**config.mk**
```make
export PLATFORM = sky130hd
export DESIGN_NAME = stage_sequencer
export DESIGN_NICKNAME = d
export VERILOG_FILES = /design/src/rtl/stage_seq_pkg.sv /design/src/rtl/ex_latency_counter.sv /design/src/rtl/stage_sequencer.sv
export SDC_FILE = /design/constraint.sdc
export NUM_CORES = 1
export LEC_CHECK = 0
export BUFFER_PORTS_ARGS = -buffer_cell sky130_fd_sc_hd__buf_2
export CORE_ASPECT_RATIO = 0.7
export CORE_UTILIZATION = 30
export CTS_CLUSTER_SIZE = 40
export DETAILED_ROUTE_END_ITERATION = 16
export HOLD_SLACK_MARGIN = 0.1
export PLACE_DENSITY = 0.58
export SYNTH_ARGS = -nofsm -noshare
export SYNTH_HDL_FRONTEND = slang
export SYNTH_SLANG_ARGS = --single-unit
```
**constraint.sdc**
```tcl
create_clock -name clk -period 1.7 [get_ports clk]
set_input_delay 0.085 -clock clk [delete_from_list [all_inputs] [get_ports clk]]
set_output_delay 0.085 -clock clk [all_outputs]
set_load 0.02 [all_outputs]
```
**src/rtl/stage_seq_pkg.sv**
```systemverilog
// Shared definitions for the multi-cycle stage sequencer: the 3-bit state
// encoding and the width of the EX latency counter.
package stage_seq_pkg;

  localparam int CNT_W = 8;

  typedef enum logic [2:0] {
    S_IDLE      = 3'd0,
    S_FETCH     = 3'd1,
    S_DECODE    = 3'd2,
    S_EXECUTE   = 3'd3,
    S_MEMORY    = 3'd4,
    S_WRITEBACK = 3'd5,
    S_HALT      = 3'd6
  } state_e;

endpackage

```
**src/rtl/ex_latency_counter.sv**
```systemverilog
// EX-stage latency counter: loaded in DECODE with the instruction's EX
// cycle count, decremented each EX cycle; last_o marks the final EX cycle.
module ex_latency_counter
  import stage_seq_pkg::*;
(
  input  logic             clk,
  input  logic             rst,
  input  logic             load_i,
  input  logic             dec_i,
  input  logic [CNT_W-1:0] load_val_i,
  output logic             last_o,
  output logic             busy_o
);

  logic [CNT_W-1:0] cnt_q, cnt_d;

  // Load takes precedence; decrement saturates at zero.
  always_comb begin
    cnt_d = cnt_q;
    if (load_i) begin
      cnt_d = load_val_i;
    end else if (dec_i && (cnt_q != '0)) begin
      cnt_d = cnt_q - 1'b1;
    end
  end

  // Counter register, cleared by reset.
  always_ff @(posedge clk or posedge rst) begin
    if (rst) begin
      cnt_q <= '0;
    end else begin
      cnt_q <= cnt_d;
    end
  end

  assign last_o = (cnt_q == CNT_W'(1));
  assign busy_o = (cnt_q > CNT_W'(1));

endmodule

```
**src/rtl/stage_sequencer.sv**
```systemverilog
// Multi-cycle control FSM stepping the datapath through fetch, decode,
// execute, memory and writeback, with imem/dmem ready handshakes and
// multi-cycle EX holds for mul/div/mod.
// Optional performance counters (retired_cnt, stall_cnt) are built when the
// macro STAGE_SEQ_PERF_EN is defined.
module stage_sequencer
  import stage_seq_pkg::*;
#(
  parameter int MUL_LAT = 3,
  parameter int DIV_LAT = 8,
  parameter int ALU_LAT = 1
) (
  input  logic        clk,
  input  logic        reset,
  input  logic        imem_ready,
  input  logic        dmem_ready,
  input  logic        isLd,
  input  logic        isSt,
  input  logic        isWb,
  input  logic        isMul,
  input  logic        isDiv,
  input  logic        isMod,
  input  logic        halt_req,
  output logic        imem_req,
  output logic        ir_en,
  output logic        of_en,
  output logic        ex_en,
  output logic        dmem_req,
  output logic        dmem_we,
  output logic        rf_we,
  output logic        pc_en,
  output logic        halted,
  output logic [2:0]  state
`ifdef STAGE_SEQ_PERF_EN
  ,
  output logic [31:0] retired_cnt,
  output logic [31:0] stall_cnt
`endif
);

  state_e           state_q, state_d;
  logic             ld_q, st_q, wb_q;
  logic             cnt_load, cnt_dec, cnt_last, cnt_busy;
  logic [CNT_W-1:0] lat_sel;
  logic             complete;

  // EX latency selection with priority mul > div/mod > everything else.
  always_comb begin
    if (isMul) begin
      lat_sel = CNT_W'(MUL_LAT);
    end else if (isDiv || isMod) begin
      lat_sel = CNT_W'(DIV_LAT);
    end else begin
      lat_sel = CNT_W'(ALU_LAT);
    end
  end

  ex_latency_counter u_cnt (
    .clk        (clk),
    .rst        (reset),
    .load_i     (cnt_load),
    .dec_i      (cnt_dec),
    .load_val_i (lat_sel),
    .last_o     (cnt_last),
    .busy_o     (cnt_busy)
  );

  // Next-state and strobe decode; completion raises pc_en in the same cycle.
  always_comb begin
    state_d  = state_q;
    imem_req = 1'b0;
    ir_en    = 1'b0;
    of_en    = 1'b0;
    ex_en    = 1'b0;
    dmem_req = 1'b0;
    dmem_we  = 1'b0;
    rf_we    = 1'b0;
    pc_en    = 1'b0;
    halted   = 1'b0;
    cnt_load = 1'b0;
    cnt_dec  = 1'b0;
    complete = 1'b0;
    case (state_q)
      S_IDLE: begin
        state_d = S_FETCH;
      end
      S_FETCH: begin
        imem_req = 1'b1;
        ir_en    = imem_ready;
        if (imem_ready) state_d = S_DECODE;
      end
      S_DECODE: begin
        of_en    = 1'b1;
        cnt_load = 1'b1;
        state_d  = S_EXECUTE;
      end
      S_EXECUTE: begin
        ex_en   = 1'b1;
        cnt_dec = 1'b1;
        if (cnt_last) begin
          if (ld_q || st_q)  state_d = S_MEMORY;
          else if (wb_q)     state_d = S_WRITEBACK;
          else               complete = 1'b1;
        end
      end
      S_MEMORY: begin
        dmem_req = 1'b1;
        dmem_we  = st_q;
        if (dmem_ready) begin
          if (ld_q) state_d = S_WRITEBACK;
          else      complete = 1'b1;
        end
      end
      S_WRITEBACK: begin
        rf_we    = 1'b1;
        complete = 1'b1;
      end
      S_HALT: begin
        halted = 1'b1;
        if (!halt_req) state_d = S_FETCH;
      end
      default: begin
        state_d = S_IDLE;
      end
    endcase
    if (complete) begin
      pc_en   = 1'b1;
      state_d = halt_req ? S_HALT : S_FETCH;
    end
  end

  // State register.
  always_ff @(posedge clk or posedge reset) begin
    if (reset) begin
      state_q <= S_IDLE;
    end else begin
      state_q <= state_d;
    end
  end

  // Instruction-class flags captured in DECODE and held for the instruction.
  always_ff @(posedge clk or posedge reset) begin
    if (reset) begin
      ld_q <= 1'b0;
      st_q <= 1'b0;
      wb_q <= 1'b0;
    end else if (state_q == S_DECODE) begin
      ld_q <= isLd;
      st_q <= isSt;
      wb_q <= isWb;
    end
  end

  assign state = state_q;

`ifdef STAGE_SEQ_PERF_EN
  logic [31:0] retired_q, stall_q;
  logic        stall_cyc;

  assign stall_cyc = ((state_q == S_FETCH)   && !imem_ready) ||
                     ((state_q == S_MEMORY)  && !dmem_ready) ||
                     ((state_q == S_EXECUTE) && cnt_busy);

  // Retired-instruction and stall-cycle counters, wrapping modulo 2^32.
  always_ff @(posedge clk or posedge reset) begin
    if (reset) begin
      retired_q <= '0;
      stall_q   <= '0;
    end else begin
      if (pc_en)     retired_q <= retired_q + 32'd1;
      if (stall_cyc) stall_q   <= stall_q + 32'd1;
    end
  end

  assign retired_cnt = retired_q;
  assign stall_cnt   = stall_q;
`endif

endmodule

```
==> impl_results.md, run 1 <==
* Leak Pwr at 0.622 nW
* Layout area overhead at 35.6%
* Critical Path AT at ~1500 ps
* Syn_nets at 113
* Yosys reg bits at 14
* Clock-pin slew on the worst setup and hold paths at roughly 50 ps
* Worst setup SP type: flop
* Placed cells at between 150 and 200
* DR iter-0 viols at 30
* Critical path buffers and inverters at 2
* YS warnings at 0
* Clk buf depth at 2
* Seq/Total Area, Yosys at 0.381
* Avg Synthesized Cell Area at between 9 and 10 sq um
* Minimum clock period at 1610 ps
* Count of final hold-check violations at 0
* Crit path cell chain: nor3_4 -> nand4b_1 -> o22a_1 -> inv_1 -> buf_2
* Die area at roughly 3300 sq um
* GRT Overall Usage at 0.140
* DR vias at 857
* Final cell count without fillers at about 180
* Post-place instance area at 1090 sq um
* Drt wl/cell at 12.3 um
* GPL Wtd Cong at 0.725
* Design area at ~1200 sq um
* Commonest non-fill, non-tap cells in the layout: 22 x buf_2, 14 x buf_4, 13 x nor2_1
* CP peak stage delay at roughly 440 ps
* Core footprint at roughly 2800 sq um
* CTS Buf Count at 3
* First-pass GRT wire length at between 3 and 4 mm
* Leading cell type in the layout, fill and taps excluded: buf_2
* Critical-path top delay cell: dfrtp_1
* Primary FF master, synth: dfrtp_1
* Max Cap Viol at 0
* Initial antenna violation count at 0
* Post-synthesis cell type count at 39
* Row Count at 16
* CP Data Required Time at 1620 ps
* Clk Latency, worst-skew pair at roughly 240 ps
* Die Y-Extent at about 48 um
* Syn Inst Count at 100
* CP Capture Type: output pin
* Peak supply drop at 0.000649 V
* Worst hold path type: in2reg
* Outcome: finished clean
* Antenna viol nets, final at 0
* IO buf count at 22
* H-tree depth at 1
* Final worst setup slack at ~93 ps
* Vias in the first global route at a little under 700
* Largest net degree at the start of global routing at 15
* CTS tree: yes
* Max_slew headroom at 0.622
* Top-area cell type share of the netlist area at 0.381
* Asr flop ratio synth at 1.00
* CTS sink count at 14
* Total wire length at about 2.1 mm
* Final Skew at 3.42 ps
* # setup viols final at 0
* Place WS at roughly 96 ps
* Layout cell share with drive strength beyond 1 at 0.367
* # diodes at 0
* Synthesized cell area at 918 sq um
* Grt total ovfl at 0
* Crit path max fanout at 4
* Post-route DRC at 0
* Unrepaired setup endpoints after global routing: no
* Final nets at about 150
* Pwr/cell area at about 1900 nW/um^2
* Slew Limit Fails at 0
* Crit-path leading delay family: flip-flops
* 1st-pass router iterations at 4
* Initial Util at 0.323
* Critical path class: reg2out
* Fmax at between 0.6 and 0.7 GHz
* Root buf cell: clkbuf_8
* Top cell type by total area after synthesis: dfrtp_1
* Post-synth EDFFs at 0
* Worst slew pin tran at 566 ps
* Vias per cell at a little under 5
* Sum Neg Setup Slack at 0 ps
* Tcrit/Tclk final at 0.945
* IO Pins at 23
* Leading cell types by total area after synthesis: dfrtp_1 38%, nor2_1 5.3%, xor2_1 3.8%, inv_1 2.9%, nand2_1 2.9%
* Post-DP HPWL at approximately 1.6 mm
* Die X at slightly below 70 um
==> state kept, by name, indices dropped and copies added, names as in the netlist <==
register and count:
u_cnt.cnt_q 8, state 3, ld_q 1, st_q 1, wb_q 1
==> what timing repair did <==
action                                  in CTS  in global routing
setup buffers                                1                  8
endpoints found under the setup margin       2                  5
endpoints found under the hold margin       17                  0
resized for setup                            2                  2
hold buffers                                 4                  0
pin swaps                                    1                  1
==> where the power goes <==
part	switching [W]	total [W]	internal (W)	leakage (nW)
Clock	0.000109	0.000266	0.000157	0.0216
Combinational	0.000708	0.00138	0.000671	0.429
Sequential	0.000244	0.000740	0.000496	0.171
Total	0.00106	0.00238	0.00132	0.622
==> per-layer routing <==
metal / up-vias / part of all wire / GRT usage
li1: 428 / - / -
met3: 4 / 0.056 / 0.0491
met5: - / 0 / 0
met2: 31 / 0.41 / 0.188
met4: 0 / 0.0084 / 0.0500
met1: 394 / 0.52 / 0.204
==> through the flow <==
stage / utilization / power, W / hold slack (ps)
after global placement: 0.382 / 0.00190 / 157
after detailed placement: 0.382 / 0.00193 / 153
after CTS: 0.416 / 0.00225 / 103
after floorplan: - / 0.00159 / -25.8
final: 0.438 / 0.00238 / 83.2
after global routing: 0.438 / 0.00257 / 118
==> logic make-up (layout without fill, tap and decap cells) <==
family,Yosys count,after routing,share of synthesized area
AO/OA/AOI/OAI,21,21,0.163
adder cells (fa/ha/maj),2,2,0.0272
buffers and inverters,12,51,0.0599
flip-flops,14,14,0.381
multiplexers,3,3,0.0354
XOR/XNOR,7,7,0.0668
AND/OR/NAND/NOR,41,41,0.266
==> synth_stat cells (2+ instances only) <==
| library cell | instances |
|---|---|
| o21ai_0 | 5 |
| nand2_1 | 7 |
| ha_1 | 2 |
| nand4b_1 | 2 |
| xor2_1 | 4 |
| mux2_2 | 2 |
| nand3_1 | 2 |
| dfrtp_1 | 14 |
| buf_4 | 2 |
| nand2b_1 | 3 |
| a21oi_1 | 4 |
| a31oi_1 | 2 |
| nor2_1 | 13 |
| nor3_1 | 2 |
| and2_1 | 3 |
| inv_1 | 7 |
| buf_2 | 2 |
| xnor2_1 | 3 |
==> final cells by class <==
class                   count  area, sq um
well taps                  36         45.0
flip-flops and latches     14          354
repair buffers             40          255
fillers                   285         1600
inverters                   8         30.0
multi-input cells          74          519
clock buffers               3         41.3
==> final timing paths <==
check / slack, ps / endpoint / cells past startpoint / startpoint
min in group asynchronous: 440 / ld_q / 3 / reset
worst min-delay path: 80 / u_cnt.cnt_q[1] / 3 / isMul
worst max-delay path: 90 / pc_en / 5 / u_cnt.cnt_q[5]
worst max register to register: 110 / state[0] / 6 / u_cnt.cnt_q[5]
max in group asynchronous: 850 / u_cnt.cnt_q[4] / 3 / reset
worst min register to register: 580 / wb_q / 1 / wb_q
==> worst reg2reg max path, delay by kind of cell (launching register included) <==
family                 cells  cell delay, ps
AO/OA/AOI/OAI              2             420
buffers and inverters      1             160
multiplexers               1             120
AND/OR/NAND/NOR            2             360
flip-flops                 1             440
Note: power is estimated with default switching activity, not from simulation.
==> inputs of run 2 (changes only) <==
--- a/config.mk
+++ b/config.mk
@@ -5,6 +5,7 @@
 export SDC_FILE = /design/constraint.sdc
 export NUM_CORES = 1
 export LEC_CHECK = 0
+export ABC_AREA = 1
 export BUFFER_PORTS_ARGS = -buffer_cell sky130_fd_sc_hd__buf_2
 export CORE_ASPECT_RATIO = 0.7
 export CORE_UTILIZATION = 30
@@ -15,3 +16,4 @@
 export SYNTH_ARGS = -nofsm -noshare
 export SYNTH_HDL_FRONTEND = slang
 export SYNTH_SLANG_ARGS = --single-unit
+export TNS_END_PERCENT = 30
==> impl_results.md, run 2 <==
* # setup viols final at 0
* Row Count at 16
* Seq/Total Area, Yosys at 0.356
* Avg Synthesized Cell Area at 7.19 sq um
* CTS sink count at 14
* Sum Neg Setup Slack at 0 ps
* Yosys reg bits at 14
* Sw Share at 0.515
* Primary FF master, synth: dfrtp_1
* Area occupied by registers at 350 sq um
* CTS Buf Count at 3
* Final nets at roughly 180
* Minimum clock period at between 1500 and 2000 ps
* Clk buf depth at 2
* Max reg flops at 8
* Post-synth EDFFs at 0
* Drt wl/cell at roughly 11 um
* P_int at 0.00113 W
* Layout fillers at 314
* Hold Crit Depth at 3
* Die Y-Extent at about 50 um
* Count of final hold-check violations at 0
* Leading cell types by total area after synthesis: dfrtp_1 36%, nand2_1 11%, nor2_1 8.8%, inv_1 5.7%, nand3_1 5.6%
* Clock-pin slew on the worst setup and hold paths at 50 ps
* Syn_nets at 150
* Top cells by count, synth: 29 x nand2_1, 23 x nor2_1, 15 x inv_1
* CP Capture Type: output pin
* WP depth at 6
* First-pass GRT wire length at approximately 4.3 mm
* Reg2Reg Depth at 7
* Root buf cell: clkbuf_8
* Top-area cell type share of the netlist area at 0.356
* Synthesized cell area at between 900 and 1000 sq um
* Top cell type by total area after synthesis: dfrtp_1
* CP peak stage delay at 450 ps
* Post-route DRC at 0
* Largest net degree at the start of global routing at 15
* Placed cells at around 200
* DR vias at a little under 1000
* Busiest grt layer: met2
* CTS tree: yes
* Critical path buffers and inverters at 1
* Setup bufs post-CTS at 0
* Crit-path leading delay family: simple AND/OR/NAND/NOR gates
* Most frequent cell after synthesis: nand2_1
* Peak supply drop at 0.000651 V
* Max Cap Viol at 0
* Pwr/cell area at between 1500 and 2000 nW/um^2
* Antenna viol nets, final at 0
* Seq pwr share at 0.289
* Crit path max fanout at 6
* 1st-pass router iterations at 6
* Leading cell type in the layout, fill and taps excluded: nand2_1
* Worst setup SP type: flop
* # diodes at 0
* Clk network pwr share at 0.113
* Vias per cell at around 4.8
* Logic pwr share at 0.597
* Crit path cell chain: nor2_1 -> nand2_4 -> nor2_1 -> nand3_2 -> nand2_4 -> buf_2
* Vias in the first global route at 917
* Final cell count without fillers at 202
* Tcrit/Tclk final at 0.926
* Max_slew headroom at 0.636
* GRT Overall Usage at 0.157
* YS warnings at 0
* DR iter-0 viols at 32
* Leak Pwr at 0.656 nW
* Area of the multi-input gates at ~550 sq um
* Die area at 3520 sq um
* IO buf count at 22
* CP Data Required Time at roughly 1600 ps
* Worst slew pin tran at between 500 and 600 ps
* Layout area overhead at 24.1%
* Slew Limit Fails at 0
* Initial antenna violation count at 0
* Critical Path AT at around 1500 ps
* Worst hold path type: in2reg
* Post-DP HPWL at 1.83 mm
* M2 GR Usage at 0.241
* Met3 global-route usage at 0.0368
* Critical-path top delay cell: dfrtp_1
* IO Pins at 23
* Fmax at around 0.64 GHz
* Switching power at 0.00119 W
* Syn Inst Count at about 140
* Biggest register: u_cnt.cnt_q
* Asr flop ratio synth at 1.00
* Clk Latency, worst-skew pair at about 240 ps
* Initial Util at 0.332
* Unrepaired setup endpoints after global routing: no
* GR Layer Usage met1 at 0.213
* Layout cell share with drive strength beyond 1 at 0.277
* Grt total ovfl at 0
* Critical path class: reg2out
* Post-synthesis cell type count at 24
* Commonest non-fill, non-tap cells in the layout: 29 x nand2_1, 22 x nor2_1, 22 x buf_2
* GPL Wtd Cong at roughly 0.9
* Total wire length at about 2.3 mm
* Die X at 70.5 um
* Final Skew at roughly 0.52 ps
* Outcome: finished clean
* H-tree depth at 1
* Core footprint at just under 3000 sq um
run 2: power groups by stage:
stage | combinational (W) | sequential [W] | clock, W
after floorplan | 0.00104 | 0.000669 | 0
after global placement | 0.00134 | 0.000670 | 0
after detailed placement | 0.00137 | 0.000677 | 0
after CTS | 0.00138 | 0.000671 | 0.000277
after global routing | 0.00158 | 0.000702 | 0.000298
final | 0.00139 | 0.000671 | 0.000263
run 2: per-layer routing:
metal  vias to the layer above  wire length [um]
met5                         -                 0
met4                         0                36
met3                         4                72
met2                        13              1010
met1                       455              1180
li1                        499                 -
run 2: logic make-up (layout without fill, tap and decap cells):
group	after synthesis	in the layout	share of synthesized area
AND/OR/NAND/NOR	80	80	0.395
AO/OA/AOI/OAI	17	17	0.109
buffers and inverters	21	50	0.0877
flip-flops	14	14	0.356
adder cells (fa/ha/maj)	2	2	0.0254
XOR/XNOR	3	3	0.0267
run 2: path summary, 6_finish.rpt:
path,startpoint,endpoint,slack [ps]
worst max-delay path,u_cnt.cnt_q[4],pc_en,130
worst min-delay path,halt_req,state[2],150
worst max register to register,u_cnt.cnt_q[0],u_cnt.cnt_q[0],180
worst min register to register,u_cnt.cnt_q[1],u_cnt.cnt_q[1],550
max in group asynchronous,reset,u_cnt.cnt_q[3],920
min in group asynchronous,reset,u_cnt.cnt_q[2],420
run 2: through the flow:
stage | hold WS, ps | setup WS [ps] | utilization | power (W) | cell area, sq um
floorplan | -25.8 | 314 | - | 0.00171 | 985
global placement | 159 | 225 | 0.383 | 0.00201 | 1140
detailed placement | 166 | 170 | 0.383 | 0.00204 | 1140
CTS | 144 | 117 | 0.411 | 0.00233 | 1220
global route | 167 | 17.5 | 0.413 | 0.00258 | 1220
finish | 145 | 127 | 0.413 | 0.00232 | 1220
run 2: cell type report:
| class | instances | share of cell area |
|---|---|---|
| clock buffer | 3 | 0.0338 |
| inverter | 20 | 0.0614 |
| multi-input combinational | 102 | 0.452 |
| sequential | 14 | 0.287 |
| tap | 36 | 0.0368 |
| timing repair buffer | 27 | 0.129 |
run 2: worst reg2reg max path, delay by kind of cell, from the launching register on:
| family | cells | cell delay [ps] |
|---|---|---|
| AOI/OAI and AO/OA | 3 | 430 |
| adders and majority gates | 1 | 240 |
| buffers and inverters | 1 | 110 |
| DFF | 1 | 380 |
| and+or+nand+nor | 2 | 250 |
run 2: what timing repair did:
item / CTS / global route
endpoints found under the hold margin: 17 / 0
endpoints found under the setup margin: 0 / 2
hold buffers: 4 / 0
gates resized for setup: 0 / 2
==> inputs of run 3 (changes only) <==
--- a/config.mk
+++ b/config.mk
@@ -13,6 +13,7 @@
 export DETAILED_ROUTE_END_ITERATION = 16
 export HOLD_SLACK_MARGIN = 0.1
 export PLACE_DENSITY = 0.58
+export SKIP_LAST_GASP = 1
 export SYNTH_ARGS = -nofsm -noshare
 export SYNTH_HDL_FRONTEND = slang
 export SYNTH_SLANG_ARGS = --single-unit
==> constraint.sdc (replaced) <==
create_clock -name clk -period 1.7 [get_ports clk]
set_input_delay 0.255 -clock clk [delete_from_list [all_inputs] [get_ports clk]]
set_output_delay 0.255 -clock clk [all_outputs]
set_load 0.02 [all_outputs]
==> impl_results.md, run 3 (synthesized netlist as in run 2, its figures left out) <==
* Count of final hold-check violations at 0
* Unrepaired setup endpoints after global routing: yes
* First-pass GRT wire length at ~4 mm
* Max_slew headroom at 0.637
* CTS tree: yes
* Max Cap Viol at 0
* Post-route core utilization at 0.431
* Critical path buffers and inverters at 1
* GRT Overall Usage at 0.147
* Root buf cell: clkbuf_8
* Leading cell type in the layout, fill and taps excluded: nand2_1
* Commonest non-fill, non-tap cells in the layout: 29 x nand2_1, 21 x buf_2, 19 x nor2_1
* Logic pwr share at 0.622
* DR iter-0 viols at between 40 and 50
* CTS Buf Count at 3
* H-tree depth at 1
* Worst hold start: isLd
* Hold EP: ld_q
* CP Launch Point: u_cnt.cnt_q[5]
* Seq pwr share at 0.273
* GPL Wtd Cong at about 0.8
* Max reg flops at 8
* DR vias at ~980
* Worst slew pin tran at ~540 ps
* Critical path class: reg2out
* Vias in the first global route at 877
* Post-route DRC at 0
* CTS sink count at 14
* Post-place instance area at ~1100 sq um
* Critical Path AT at between 1000 and 1500 ps
* Reg2Reg Launch Point: u_cnt.cnt_q[0]
* Top layer in use: met4
* Layout area overhead at 29.6%
* Layout cell share with drive strength beyond 1 at 0.368
* Critical-path top delay cell: dfrtp_1
* # diodes at 0
* DRT met1 WL at 1.19 mm
* Die X at about 70 um
* Final nets at 186
* Minimum clock period at 1620 ps
* Biggest register: u_cnt.cnt_q
* Register-to-register setup slack at 190 ps
* Slew Limit Fails at 0
* Drt wl/cell at about 12 um
* Place WS at around 180 ps
* Crit path max fanout at 4
* Peak supply drop at between 0.0006 and 0.0007 V
* IO buf count at 22
* Vias per cell at approximately 4.7
* Largest net degree at the start of global routing at 15
* Antenna viol nets, final at 0
* Die area at roughly 3500 sq um
* Metal2 WL at around 1.1 mm
* Tcrit/Tclk final at 0.954
* Hold Crit Depth at 3
* Crit path cell chain: nor2_2 -> nand2_4 -> nor2_2 -> nand3_2 -> nand2_4 -> buf_4
* Clk Latency, worst-skew pair at about 240 ps
* Core footprint at slightly below 3000 sq um
* Worst setup SP type: flop
* 1st-pass router iterations at 4
* P_int at 0.00124 W
* Area occupied by registers at around 360 sq um
* Power Total at 0.00248 W
* Total wire length at 2.39 mm
* CP Data Required Time at approximately 1400 ps
* CP peak stage delay at ~400 ps
* Crit-path leading delay family: simple AND/OR/NAND/NOR gates
* Met3 Wirelength at 87 um
* IO Pins at 23
* Worst R2R End: u_cnt.cnt_q[0]
* Clock-pin slew on the worst setup and hold paths at around 50 ps
* Die Y-Extent at between 40 and 50 um
* Reg2Reg Depth at 7
* Initial Util at 0.332
* Leak Pwr at approximately 0.68 nW
* CP Capture Type: output pin
* Switching power at 0.00124 W
* Sw Share at 0.501
* Worst hold path type: in2reg
* Grt total ovfl at 0
* Final worst setup slack at ~78 ps
* Initial antenna violation count at 0
* Fmax at roughly 0.62 GHz
* Outcome: finished clean
* Row Count at 16
* Design area at roughly 1300 sq um
* Area of the multi-input gates at 569 sq um
* Post-DP HPWL at between 1.5 and 2 mm
* Clk buf depth at 2
* Final Skew at approximately 3.0 ps
* Clk network pwr share at 0.105
* # setup viols final at 0
* Pwr/cell area at roughly 2000 nW/um^2
* Layout fillers at 310
[run 3: power groups by stage]
stage               registers [W]  logic (W)  clock network (W)
finish                   0.000677    0.00154           0.000260
CTS                      0.000674    0.00142           0.000277
global route             0.000699    0.00173           0.000289
global placement         0.000670    0.00136                  0
detailed placement       0.000675    0.00138                  0
floorplan                0.000669    0.00104                  0
[run 3: cell type report]
type / count / share of cell area
multi-input cells: 102 / 0.446
clock buffers: 3 / 0.0324
flip-flops and latches: 14 / 0.278
well taps: 36 / 0.0353
inverters: 20 / 0.0588
repair buffers: 32 / 0.149
[run 3: how the worst max path moves through the flow]
| stage | endpoint | cells past startpoint | slack, ps |
|---|---|---|---|
| after floorplan | u_cnt.cnt_q[0] | 7 | 310 |
| after global placement | pc_en | 6 | 220 |
| after detailed placement | u_cnt.cnt_q[0] | 7 | 180 |
| after CTS | pc_en | 7 | 6 |
| after global routing | pc_en | 7 | -8 |
| final | pc_en | 6 | 80 |
[run 3: metrics by stage]
step                setup TNS, ps  instances  hold slack [ps]
floorplan                       0        137              144
global placement                0        196              329
detailed placement              0        196              333
CTS                             0        201              213
global route                -8.30        207              224
finish                          0        207              218
[run 3: timing repair]
action | 4_1_cts | 5_1_grt
cloned | 0 | 0
hold buffers | 1 | 0
endpoints found under the hold margin | 14 | 0
endpoints found under the setup margin | 1 | 4
pin swaps | 0 | 1
gates resized for setup | 6 | 7
setup buffers | 1 | 6
[run 3: per-layer routing]
layer	track usage	vias to the layer above
met5	0	-
met1	0.201	443
met2	0.233	23
met4	0.0510	0
li1	-	509
met3	0.0266	2
[run 3: worst register-to-register path: stages, from the launching register on]
cell	delay, ps
dfrtp_1	380
inv_1	110
ha_2	240
nand2_2	110
o21ai_4	230
nand2_2	150
o211ai_1	110
o21ai_1	80
